===== config.mk =====
export PLATFORM = sky130hd
export DESIGN_NAME = demux_8_collect
export DESIGN_NICKNAME = d
export VERILOG_FILES = /design/src/rtl/demux_8_collect.sv
export SDC_FILE = /design/constraint.sdc
export NUM_CORES = 1
export LEC_CHECK = 0
export BUFFER_PORTS_ARGS = -buffer_cell sky130_fd_sc_hd__buf_2
export CAP_MARGIN = 10
export CORE_MARGIN = 5
export CORE_UTILIZATION = 48
export DETAILED_ROUTE_END_ITERATION = 8
export GPL_TIMING_DRIVEN = 0
export PLACE_DENSITY = 0.87
export REMOVE_ABC_BUFFERS = 1
export SLEW_MARGIN = 20
export SYNTH_ARGS = -nofsm -noshare
export SYNTH_HDL_FRONTEND = slang
export SYNTH_SLANG_ARGS = --single-unit
export TNS_END_PERCENT = 50

===== constraint.sdc =====
create_clock -name clock -period 1.4 [get_ports clock]
set_input_delay 0.14 -clock clock [delete_from_list [all_inputs] [get_ports clock]]
set_output_delay 0.14 -clock clock [all_outputs]
set_load 0.05 [all_outputs]

===== src/rtl/demux_8_collect.sv =====
// rtl/demux_8_collect.sv - 1:8 stream-to-frame collector with valid/ready frame handshake
module demux_8_collect #(
   parameter int WIDTH = 32
) (
   input  logic             clock,
   input  logic             reset,
   input  logic [WIDTH-1:0] data_in,
   input  logic             in_valid,
   output logic             in_ready,
   input  logic             flush,
   output logic [WIDTH-1:0] out0,
   output logic [WIDTH-1:0] out1,
   output logic [WIDTH-1:0] out2,
   output logic [WIDTH-1:0] out3,
   output logic [WIDTH-1:0] out4,
   output logic [WIDTH-1:0] out5,
   output logic [WIDTH-1:0] out6,
   output logic [WIDTH-1:0] out7,
   output logic [7:0]       slot_mask,
   output logic [2:0]       select,
   output logic             out_valid,
   input  logic             out_ready
);

   typedef enum logic {FILL = 1'b0, FULL = 1'b1} state_t;

   state_t           state_q, state_d;
   logic [2:0]       sel_q, sel_d;
   logic [7:0]       mask_q, mask_d;
   logic [WIDTH-1:0] lane_q [8];
   logic [WIDTH-1:0] lane_d [8];
   logic             accept;

   assign out_valid = (state_q == FULL);
   assign in_ready  = !out_valid || out_ready;
   assign accept    = in_valid && in_ready && !flush;

   always_comb begin
      state_d = state_q;
      sel_d   = sel_q;
      mask_d  = mask_q;
      for (int i = 0; i < 8; i++) lane_d[i] = lane_q[i];

      if (flush) begin
         state_d = FILL;
         sel_d   = 3'd0;
         mask_d  = 8'd0;
         for (int i = 0; i < 8; i++) lane_d[i] = '0;
      end else begin
         // Release first so a same-cycle accept starts the next frame's mask.
         if (state_q == FULL && out_ready) begin
            state_d = FILL;
            mask_d  = 8'd0;
         end
         if (accept) begin
            lane_d[sel_q]  = data_in;
            mask_d[sel_q]  = 1'b1;
            sel_d          = sel_q + 3'd1;
            if (sel_q == 3'd7) state_d = FULL;
         end
      end
   end

   always_ff @(posedge clock or negedge reset) begin
      if (!reset) begin
         state_q <= FILL;
         sel_q   <= 3'd0;
         mask_q  <= 8'd0;
         for (int i = 0; i < 8; i++) lane_q[i] <= '0;
      end else begin
         state_q <= state_d;
         sel_q   <= sel_d;
         mask_q  <= mask_d;
         for (int i = 0; i < 8; i++) lane_q[i] <= lane_d[i];
      end
   end

   assign slot_mask = mask_q;
   assign select    = sel_q;
   assign out0      = lane_q[0];
   assign out1      = lane_q[1];
   assign out2      = lane_q[2];
   assign out3      = lane_q[3];
   assign out4      = lane_q[4];
   assign out5      = lane_q[5];
   assign out6      = lane_q[6];
   assign out7      = lane_q[7];

endmodule


=== Word-level counts from Yosys, hierarchy flattened ===
Index checks and enable logic that the tools add are counted.

* Input port bits: 37
* Bits in latches: 0
* Memories kept: 0
* Memory bits (writable): 0
* Bits in read-only memories: 0
* Register bits after elaboration: 268
* Word-level logic and storage cells: 45

* Magnitude comparators: 4
* Div/mod/pow operators: 0
* Multiply operators: 0
* Multiplexer cells: 17
* Eq/ne operators: 1
* Bitwise gates (word level): 2
* Reduce and logical (&&, ||, !) cells: 9
* Shifts and indexed selects: 0
* Add/subtract/negate cells: 1

{| class="wikitable"
|+ Operators by type and width
! kind !! count
|-
| 256-bit 2-to-1 mux || 2
|-
| 256-bit bitwise mux || 1
|-
| 32-bit demux with 3-bit select || 1
|-
| 32-bit 2-to-1 mux || 1
|-
| 8-bit 2-to-1 mux || 4
|-
| 8-bit bitwise OR || 1
|-
| 3-bit 2-to-1 mux || 2
|-
| 1-bit logical AND || 5
|-
| 1-bit 2-to-1 mux || 5
|-
| 4-bit greater-or-equal comparator (second input constant) || 1
|-
| 3-bit by 4-bit less-than comparator with 1-bit output (second input constant) || 1
|-
| 4-bit by 1-bit less-than comparator with 1-bit output (second input constant) || 1
|-
| 3-bit inverter with 4-bit output || 1
|-
| 3-bit by 1-bit adder with 3-bit output (second input constant) || 1
|-
| 1-bit demux with 3-bit select || 1
|-
| 3-bit == test (second input constant) || 1
|-
| 3-bit by 1-bit greater-or-equal comparator with 1-bit output (second input constant) || 1
|-
| 1-bit logical NOT || 2
|-
| 2-bit nonzero test || 1
|-
| 1-bit logical OR || 1
|}

=== Logic depth before layout (Yosys ltp) ===
* Depth after elaboration: 8
* Mapped depth: 6
* Gate-level depth less buffers: 4

=== Least setup slack after synthesis ===
No wires, ideal clock.

* Path kind: flip-flop to flip-flop
* Start: register state_q (netlist: out_valid)
* End: register lane_q (netlist bit out0[10])
* Arrival: 1.743 ns
* Clock period less this slack: 1.822 ns
* Path slack: -0.422 ns
* Cell stages (with the launch flop): 7
* Path buffers: 2
* Library setup time: 0.079 ns
* Cell sequence: dfrtp_1 > nor2b_4 > inv_1 > buf_4 > nand3b_2 > buf_6 > mux2i_1

* Word-level cells in the longest chain between the ends: 5

{| class="wikitable"
|+ Ends and longest elaborated chain
! item !! RTL line !! text
|-
| from (decl) || 27 || <nowiki>state_t state_q, state_d;</nowiki>
|-
| from (signal assigned) || 71 || <nowiki>state_q <= state_d;</nowiki>
|-
| 1-bit logical NOT || 35 || <nowiki>assign in_ready = !out_valid || out_ready;</nowiki>
|-
| 1-bit logical OR || 35 ||
|-
| named net in_ready || 9 || <nowiki>output logic in_ready,</nowiki>
|-
| 1-bit logical AND (2 in a row) || 36 || <nowiki>assign accept = in_valid && in_ready && !flush;</nowiki>
|-
| 2-bit nonzero test (no source line) || -- ||
|-
| to (decl) || 30 || <nowiki>logic [WIDTH-1:0] lane_q [8];</nowiki>
|}

The timed path passes the listed nets, and every way through them passes these cells.
A chain may end at the register's enable or synchronous reset.

=== Worst setup path in the final report ===
* Start: register state_q (netlist: out_valid)
* End: register lane_q (netlist bit out3[21])

* Word-level cells in the longest chain between the ends: 5

{| class="wikitable"
|+ Ends and longest elaborated chain
! item !! RTL line
|-
| 1-bit logical NOT || 35
|-
| 1-bit logical OR || 35
|-
| 1-bit logical AND (2 in a row) || 36
|-
| 2-bit nonzero test (no source line) || --
|}

No other way between the ends.

==> flow_summary.yaml <==
finish:
  antenna_cells: 0
  drive_above_1_share: 0.3640
  stdcell_area_mm2: 0.01593
  final-instance-count-excl-fill: 1629
  final_net_count: 1322
  post-route-util: 0.6510
  regArea_mm2: 0.006713
  multiInputGateArea_mm2: 0.004885
  area_growth_pct: 32.93
  n_fill_cell: 1775
cts:
  insertion_delay_ns: 0.53
  htree_levels: 1
  cts_tree: "built"
  clock-sinks: 268
  cts_made_buffers: 28
  cts-root-buf: "clkbuf_16"
  path_clk_slew_ns: 0.06
  ctsLongestPathBuffers: 3
yosys:
  synth-seq-cells: 268
  syn_area_mm2: 0.01198
  yosysTopAreaCellShare: 0.5598
  async_reset_ff_frac: 1.000
  synth_edf_count: 0
  synth_fa_ha_area_frac: 0.002089
  synth_warnings: 0
  yosys.area_share.simple: 0.1709
  synth_top_family_by_area: "multiplexers"
  synth_compound_area_frac: 0.006266
  synth.area.top_cells: "dfrtp_1 56%, mux2i_1 21%, nand2b_1 15%"
  ys_types: 24
  yosysTopAreaCell: "dfrtp_1"
  yosysMostFrequentCell: "nand2b_1"
  synth.top_cells.by_count: "288 x nand2b_1, 268 x dfrtp_1, 256 x mux2i_1"
  synth_area_per_cell_um2: 12.58
  synth_mux_area_frac: 0.2139
  syn_inst: 952
  synth-xor-area-share: 0
  ys.flop_type: "dfrtp_1"
  seq_area_frac_synth: 0.5598
job:
  cap_violations: 0
setup_path:
  crit_fanout: 12
  worstSetupStartpoint: "out_valid"
  cp.arrival_ns: 2.11
  path_class: "flip-flop to flip-flop"
  reg2reg_from: "out_valid"
  reg2regPathDepth: 7
  cp-start-kind: "flip-flop"
  endpoint_kind: "flip-flop"
  worstPathRequired_ns: 1.84
die:
  start_util: 0.4897
  num_rows: 57
  core_mm2: 0.02446
  die_area_mm2: 0.02822
  ios: 306
  die_w_um: 168.0
  die_h_um: 168.0
grt:
  use_met2: 0.4060
  grt_use_met1: 0.3120
  antenna_found_initial: 0
  grt_start_max_net_pins: 177
  grt-ovfl-total: 0
  use_met3: 0.06729
  busiest_layer: "met2"
  grt_pass1_vias: 9125
  grt_pass1_wl_um: 54370
  grtUsageTotal: 0.2443
routing:
  wirelength_um: 36010
  postRouteAntennaNets: 0
  drtIter0Drc: 618
  routedWlPerCell_um: 22.11
  drc: 0
  via_count: 8563
  viasPerCell: 5.257
  firstDrtPassIters: 4
timing:
  final_hold_viol_count: 0
  worst-slew-pin-transition_ns: 0.6185
  clock.fmax_mhz: 596.3
  final_max_slew_viol_count: 0
  skew_ns: 0.01309
  finalCritPeriodShare: 1.198
  whs_ns: 0.06309
  final-setup-viol-count: 268
  rsz0062_at_grt: "yes"
  setup_ws_ns: -0.2770
  min_period_ns: 1.677
  maxSlewHeadroom: 0.5877
place:
  placed_area_mm2: 0.01359
  portBuffers: 305
  gp_congestion: 0.7570
  hpwlAfterDp_um: 19550
  placed_cells: 1501
outcome:
  status: "complete, but fails checks"
  violations: "setup timing"
power:
  power_leakage_nw: 9.244
  peakVddDrop_v: 0.001062
  power_density_mw_per_mm2: 1112
  totalPowerFinal_mw: 17.71
min_path:
  hold_start: "data_in[7]"
  hp-class: "input port to flip-flop"
  min_path_cells: 3
-- critical path, cell delays in order, from the launching register on --
cell	delay, ns
dfrtp_1	0.37
nor2b_4	0.19
clkinvlp_4	0.11
buf_12	0.16
nand3b_1	0.15
buf_6	0.20
buf_12	0.15
mux2i_2	0.23
-- registers in the layout, indices dropped and copies added (netlist names), 8 cells and up --
register	cells
out1	32
out6	32
out4	32
out2	32
out3	32
slot_mask	8
out0	32
out7	32
out5	32
-- power by group --
group	switching [mW]	total (mW)	internal [mW]	leakage, nW
Clock	3.04	7.87	4.83	0.494
Combinational	1.24	1.86	0.617	5.04
Sequential	0.0952	7.98	7.89	3.71
-- cells in the final DEF, fill, tap and decap left out, types with 3 or more instances in the layout --
cell,n
clkinv_2,8
mux2i_2,12
o21ai_0,3
a21oi_1,5
bufinv_16,4
nand2_1,10
nand3b_1,3
clkbuf_16,32
a21oi_2,7
clkbuf_1,5
clkbuf_8,6
buf_4,14
mux2i_1,244
buf_12,28
buf_16,9
nand3_4,8
buf_8,8
dfrtp_1,265
buf_2,298
buf_6,27
nand2b_1,288
-- routing by layer --
metal	wire length [µm]	vias to the layer above
met5	0	-
met4	1151	0
met3	3053	72
met2	17340	353
met1	14470	4354
li1	-	3784
-- logic make-up (layout without fill, tap and decap cells) --
| family | Yosys count | in the layout |
|---|---|---|
| compound gates | 15 | 15 |
| flops | 268 | 268 |
| simple gates | 316 | 321 |
| buf+inv | 95 | 443 |
| fa+ha+maj | 2 | 2 |
| mux | 256 | 256 |
-- layout make-up --
type,count,area share
Sequential cell,268,0.4215
Multi-Input combinational cell,594,0.3067
Timing Repair Buffer,389,0.1836
Clock buffer,40,0.05193
Tap cell,324,0.02546
Clock inverter,12,0.01006
Inverter,2,0.0007071
-- timing repair --
| item | in CTS | in global routing |
|---|---|---|
| hold buffers | 2 | 0 |
| gates cloned | 11 | 3 |
| buffers inserted | 55 | 5 |
| resized for setup | 67 | 29 |
| endpoints found under the setup margin | 270 | 268 |
| pin swaps | 14 | 4 |
| endpoints found under the hold margin | 75 | 0 |
-- path summary, 6_finish.rpt --
kind,to,slack [ns]
max in group asynchronous,select[0],0.29
setup reg to reg,out3[21],-0.28
min in group asynchronous,out4[28],0.19
hold / removal,out4[7],0.06
hold reg to reg,slot_mask[6],0.53
setup / recovery,out3[21],-0.28
-- per-stage QoR --
stage               setup TNS (ns)  setup slack (ns)
detailed placement         -211.87            -1.050
global route                -56.92           -0.3090
finish                      -42.81           -0.2770
CTS                         -26.88           -0.2458
floorplan                  -325.90            -1.839
global placement          -1852.68            -4.688
Note: power is estimated with default switching activity, not from simulation.
